`config.mk`:
```
export PLATFORM = sky130hd
export DESIGN_NAME = mem_access_unit
export DESIGN_NICKNAME = d
export VERILOG_FILES = /design/src/rtl/mem_access_unit.sv
export SDC_FILE = /design/constraint.sdc
export NUM_CORES = 1
export LEC_CHECK = 0
export CORE_AREA = 2 2 233 235
export CTS_CLUSTER_SIZE = 10
export DETAILED_ROUTE_END_ITERATION = 12
export DIE_AREA = 0 0 235 237
export PLACE_DENSITY = 0.54
export SYNTH_ARGS = -nofsm -noshare
export SYNTH_HDL_FRONTEND = slang
export SYNTH_SLANG_ARGS = --single-unit
```
`constraint.sdc`:
```
create_clock -name clk -period 2.5 [get_ports clk]
set_clock_uncertainty 0.2 [all_clocks]
set_input_delay 0.25 -clock clk [delete_from_list [all_inputs] [get_ports clk]]
set_output_delay 0.25 -clock clk [all_outputs]
set_load 0.03 [all_outputs]
```
`src/rtl/mem_access_unit.sv`:
```
// mem_access_unit: memory stage of the pipelined RISC-V core.
// It runs data-memory loads/stores over a req/ack handshake, stalls the
// upstream stages while an access is outstanding, resolves the branch
// decision and feeds the MEM/WB register so that every instruction reaches
// write-back exactly once. Stall cycles push bubbles into MEM/WB.
module mem_access_unit #(
  parameter int unsigned TIMEOUT = 255  // max WAIT cycles without ack (1..255)
) (
  input  logic        clk,
  input  logic        reset,          // asynchronous, active low
  // EX/MEM register
  input  logic        Zero,
  input  logic        Branch,
  input  logic        MemRead,
  input  logic        MemWrite,
  input  logic        Regwrite,
  input  logic        MemtoReg,
  input  logic [63:0] Result,
  input  logic [63:0] ReadData2,
  input  logic [4:0]  rd,
  input  logic [63:0] sum,
  // data memory
  input  logic        mem_ack,
  input  logic [63:0] mem_rdata,
  output logic        mem_req,
  output logic        mem_we,
  output logic [63:0] mem_addr,
  output logic [63:0] mem_wdata,
  // pipeline control
  output logic        stall,
  output logic        PCSrc,
  output logic [63:0] branch_target,
  output logic        err,
  // MEM/WB register
  output logic [63:0] ReadData_out,
  output logic [63:0] Result_out,
  output logic [4:0]  rd_out,
  output logic        Regwrite_out,
  output logic        MemtoReg_out
);

  typedef enum logic [1:0] {
    S_IDLE = 2'd0,
    S_WAIT = 2'd1,
    S_DONE = 2'd2
  } state_t;

  // Counter only ever reaches TIMEOUT-1 before the abort, so 8 bits suffice.
  localparam logic [7:0] TIMEOUT_C = 8'(TIMEOUT);

  state_t      state_q, state_d;
  logic        req_q, req_d;
  logic        we_q, we_d;
  logic [63:0] addr_q, addr_d;
  logic [63:0] wdata_q, wdata_d;
  logic [7:0]  cnt_q, cnt_d;
  logic        err_q, err_d;
  logic [63:0] buf_q, buf_d;       // load data waiting for the DONE edge
  logic [63:0] wb_rdata_q, wb_rdata_d;
  logic [63:0] wb_result_q, wb_result_d;
  logic [4:0]  wb_rd_q, wb_rd_d;
  logic        wb_regwrite_q, wb_regwrite_d;
  logic        wb_memtoreg_q, wb_memtoreg_d;

  logic memop;
  assign memop = MemRead | MemWrite;

  // Next-state, handshake and MEM/WB selection; stall/PCSrc never see mem_ack.
  always_comb begin
    state_d       = state_q;
    req_d         = req_q;
    we_d          = we_q;
    addr_d        = addr_q;
    wdata_d       = wdata_q;
    cnt_d         = cnt_q;
    err_d         = err_q;
    buf_d         = buf_q;
    // MEM/WB defaults to a bubble; only a non-stalled edge loads real data.
    wb_rdata_d    = '0;
    wb_result_d   = '0;
    wb_rd_d       = '0;
    wb_regwrite_d = 1'b0;
    wb_memtoreg_d = 1'b0;
    stall         = 1'b0;
    PCSrc         = 1'b0;

    unique case (state_q)
      S_IDLE: begin
        if (memop) begin
          stall   = 1'b1;
          state_d = S_WAIT;
          req_d   = 1'b1;
          we_d    = MemWrite;       // store wins when both flags are set
          addr_d  = Result;
          wdata_d = ReadData2;
          cnt_d   = '0;
        end else begin
          PCSrc         = Branch & Zero;
          wb_result_d   = Result;
          wb_rd_d       = rd;
          wb_regwrite_d = Regwrite;
          wb_memtoreg_d = MemtoReg;
        end
      end
      S_WAIT: begin
        stall = 1'b1;
        if (mem_ack) begin
          req_d   = 1'b0;
          buf_d   = we_q ? 64'd0 : mem_rdata;
          state_d = S_DONE;
        end else begin
          cnt_d = cnt_q + 8'd1;
          if (cnt_q + 8'd1 == TIMEOUT_C) begin
            req_d   = 1'b0;
            err_d   = 1'b1;
            buf_d   = '0;
            state_d = S_DONE;
          end
        end
      end
      S_DONE: begin
        // EX/MEM still holds the memory instruction on this edge.
        wb_rdata_d    = buf_q;
        wb_result_d   = Result;
        wb_rd_d       = rd;
        wb_regwrite_d = Regwrite;
        wb_memtoreg_d = MemtoReg;
        state_d       = S_IDLE;
      end
      default: state_d = S_IDLE;
    endcase
  end

  // State and output registers; reset acts immediately, even mid-access.
  always_ff @(posedge clk or negedge reset) begin
    if (!reset) begin
      state_q       <= S_IDLE;
      req_q         <= 1'b0;
      we_q          <= 1'b0;
      addr_q        <= '0;
      wdata_q       <= '0;
      cnt_q         <= '0;
      err_q         <= 1'b0;
      buf_q         <= '0;
      wb_rdata_q    <= '0;
      wb_result_q   <= '0;
      wb_rd_q       <= '0;
      wb_regwrite_q <= 1'b0;
      wb_memtoreg_q <= 1'b0;
    end else begin
      state_q       <= state_d;
      req_q         <= req_d;
      we_q          <= we_d;
      addr_q        <= addr_d;
      wdata_q       <= wdata_d;
      cnt_q         <= cnt_d;
      err_q         <= err_d;
      buf_q         <= buf_d;
      wb_rdata_q    <= wb_rdata_d;
      wb_result_q   <= wb_result_d;
      wb_rd_q       <= wb_rd_d;
      wb_regwrite_q <= wb_regwrite_d;
      wb_memtoreg_q <= wb_memtoreg_d;
    end
  end

  assign mem_req       = req_q;
  assign mem_we        = we_q;
  assign mem_addr      = addr_q;
  assign mem_wdata     = wdata_q;
  assign err           = err_q;
  assign branch_target = sum;
  assign ReadData_out  = wb_rdata_q;
  assign Result_out    = wb_result_q;
  assign rd_out        = wb_rd_q;
  assign Regwrite_out  = wb_regwrite_q;
  assign MemtoReg_out  = wb_memtoreg_q;

endmodule

```
==> qor.csv <==
stage;metric;value;unit
clock_tree;clock_latency;0.56;ns
final_layout;post-route-util;37.5;%
critical_path;worstPathCellList;nor2_1, and4_1, dlygate4sd2_1;
global_route;grt_usage;16.5;%
sta;fmax;0.443;GHz
worst_hold_path;hold_class;in2async;
critical_path;worstSetupPathType;reg2out;
pwr;vdd_drop_max;646;uV
final_layout;area_delta_synth_final;53.5;%
drt;drtIter0Drc;656;
synth;syn_nets;1522;
clock_tree;clk_pin_slew;0.06;ns
critical_path;startpoint_type;register;
final_layout;drive_above_1_share;5.57;%
critical_path;r2r-start;state_q[1]$_DFFE_PN0P_;
synth;syn_area;0.0130;mm2
global_route;grt_pass1_wl;68.9;mm
synth;yosysTopAreaCellShare;65.4;%
critical_path;crit_path_max_fanout;4;
sta;finalCritPeriodShare;90.2;%
floorplanning;rows;85;
synth;synth.largest_area_cell;dfrtp_1;
floorplanning;core_area;0.0533;mm2
drt;drc;0;
sta;worst_pin_slew;0.658;ns
sta;min_period;2.26;ns
critical_path;worstPathRequired;2.05;ns
global_route;grt_max_degree;74;
clock_tree;clkSinkCount;340;
sta;fin_ws;0.245;ns
placement;place_hpwl;34.0;mm
clock_tree;cts_tree;done;
job;maxCapViolCount;0;
critical_path;end_kind;output pin;
clock_tree;cts_made_buffers;43;
drt;via_count;10121;
critical_path;cp_top_family;simple AND/OR/NAND/NOR gates;
placement;gp_congestion;0.805;
pwr;power_density;1210;mW/mm2
critical_path;rr_worst_depth;6;
sta;setup_tns;0;ns
critical_path;crit_buf_inv;1;
pwr;p_leak;0.00918;uW
clock_tree;htree_levels;2;
global_route;grt-ovfl-total;0;
drt;drtAntennaViolNets;0;
floorplanning;initial_utilization;24.4;%
drt;drt_first_pass_iters;4;
clock_tree;cts-root-buf;clkbuf_16;
synth;synth_area_leaders;dfrtp_1, nand2_1, and2_1;
pwr;p_total;24200;uW
critical_path;ff2ff_setup_slack;0.45;ns
drt;vias_per_cell;4.18;
synth;syn_area_per_cell;10.4;um2
drt;postRouteWirelength;46.7;mm
synth;ys_ff_latch;340;
placement;post-place-ws;0.180;ns
synth;ys_types;32;
drt;wl_per_cell;19.3;um
critical_path;crit_slowest_cell;dfrtp_1;
placement;port-buffer-count;473;
critical_path;reg2reg_to;buf_q[56]$_DFFE_PN0P_;
clock_tree;cts.path.max_buffers;3;
final_layout;final_nets;1977;
sta;finalMaxSlewViolations;0;
sta;final_hold_viol_count;0;
global_route;antenna_found_initial;4;
floorplanning;io-pin-count;602;
global_route;grt_pass1_vias;10613;
synth;yosysWarningCount;0;
run_status;status;finished clean;
floorplanning;dieWidth;235;um
synth;netlist_instances;1250;
floorplanning;die_h;237;um
floorplanning;die_area;0.0557;mm2
synth;seq_area_frac_synth;65.4;%
sta;setup_viol;0;
sta;slew-limit-headroom;56.2;%
critical_path;critical_path.max_stage_delay;0.40;ns
sta;grt_setup_unrepaired;no;
critical_path;cp_data_arrival_time;1.81;ns
sta;hold_ws;0.0291;ns
through the flow:
stage	std cells	cell area, um2
after detailed placement	2314	18200
final	2422	20000
after floorplan	1250	13000
after global placement	2314	18200
after global routing	2421	20000
after CTS	2419	20000
worst reg2reg max path, stage by stage (launching register included):
cell      delay (ns)
dfrtp_1         0.38
buf_4           0.17
nor2b_1         0.36
and2_2          0.25
buf_12          0.28
nand3b_1        0.17
a21oi_1         0.16
synthesized netlist by cell type:
| master | number |
|---|---|
| nand2_1 | 456 |
| dfrtp_1 | 340 |
| and2_1 | 136 |
| a21oi_1 | 65 |
| buf_4 | 65 |
| nand3b_1 | 64 |
| clkbuf_1 | 57 |
| o21ai_0 | 11 |
| buf_2 | 9 |
| nor2_1 | 8 |
| buf_6 | 5 |
| nor2b_1 | 4 |
| nor3_1 | 4 |
| nand3_1 | 3 |
| o31ai_1 | 3 |
| a22o_1 | 2 |
| ha_1 | 2 |
| xnor2_1 | 2 |
| a31oi_1 | 1 |
| and3_1 | 1 |
| and4_1 | 1 |
| buf_1 | 1 |
| inv_1 | 1 |
| nand2b_1 | 1 |
| nand4_1 | 1 |
| nor4_2 | 1 |
| o21a_1 | 1 |
| o21bai_1 | 1 |
| o31a_1 | 1 |
| or2_1 | 1 |
| or3b_1 | 1 |
| xor2_1 | 1 |
report_power, final:
group          internal (uW)  switching [uW]
logic                   3950            6010
registers               7340             948
clock network           3540            2370
total                  14800            9330
worst max path at each step:
stage,startpoint,end,slack (ns),cells after the start
after global placement,MemWrite,mem_req$_DFFE_PN0P_,0.22,8
after global routing,state_q[0]$_DFFE_PN0P_,PCSrc,0.12,3
after detailed placement,MemWrite,mem_addr[62]$_DFFE_PN0P_,0.18,8
final,state_q[0]$_DFFE_PN0P_,PCSrc,0.24,3
after CTS,state_q[0]$_DFFE_PN0P_,PCSrc,0.16,3
after floorplan,state_q[1]$_DFFE_PN0P_,buf_q[13]$_DFFE_PN0P_,0.59,6
layout make-up:
cell class	count	area (um2)
Tap cell	696	871
Clock buffer	56	1200
Inverter	1	3.75
Clock inverter	7	108
Timing Repair Buffer	547	5550
Sequential cell	340	8510
Multi-Input combinational cell	772	3730
Antenna cell	3	7.51
Fill cell	5237	33300
placed cells by master (no fill, tap or decap), types with 7 or more instances in the layout:
| cell | instances |
|---|---|
| a21oi_1 | 65 |
| and2_1 | 135 |
| buf_12 | 12 |
| buf_4 | 21 |
| clkbuf_1 | 8 |
| clkbuf_16 | 45 |
| clkdlybuf4s50_1 | 469 |
| dfrtp_1 | 340 |
| dlygate4sd3_1 | 42 |
| nand2_1 | 455 |
| nand3b_1 | 64 |
| nor2_1 | 7 |
| o21ai_0 | 10 |
cells by family after synthesis:
| kind of cell | Yosys count | synth area share, % |
|---|---|---|
| AO/OA/AOI/OAI | 85 | 3.46 |
| XOR/XNOR | 3 | 0.202 |
| adder cells (fa/ha/maj) | 2 | 0.192 |
| buffers and inverters | 138 | 6.23 |
| flip-flops | 340 | 65.4 |
| AND/OR/NAND/NOR | 682 | 24.5 |
metal layers:
metal | vias up | GRT usage, % | share of wire (%)
met5 | - | 0.519 | 0.049
met4 | 4 | 5.85 | 3.0
met3 | 72 | 6.82 | 9.4
met2 | 441 | 28.9 | 51
met1 | 4863 | 17.7 | 36
li1 | 4741 | - | -
timing repair:
| item | CTS | global route |
|---|---|---|
| endpoints found under the setup margin | 2 | 0 |
| buffers inserted | 0 | 0 |
| hold buffers | 42 | 0 |
| gates resized for setup | 2 | 0 |
| hold endpoints to repair | 381 | 0 |
sequential cells by signal, summed over array words and instances, names as in the netlist, 2 cells and up:
signal	count
ReadData_out	64
Result_out	64
buf_q	64
mem_addr	64
mem_wdata	64
cnt_q	8
rd_out	5
state_q	2
Note: power is estimated with default switching activity, not from simulation.
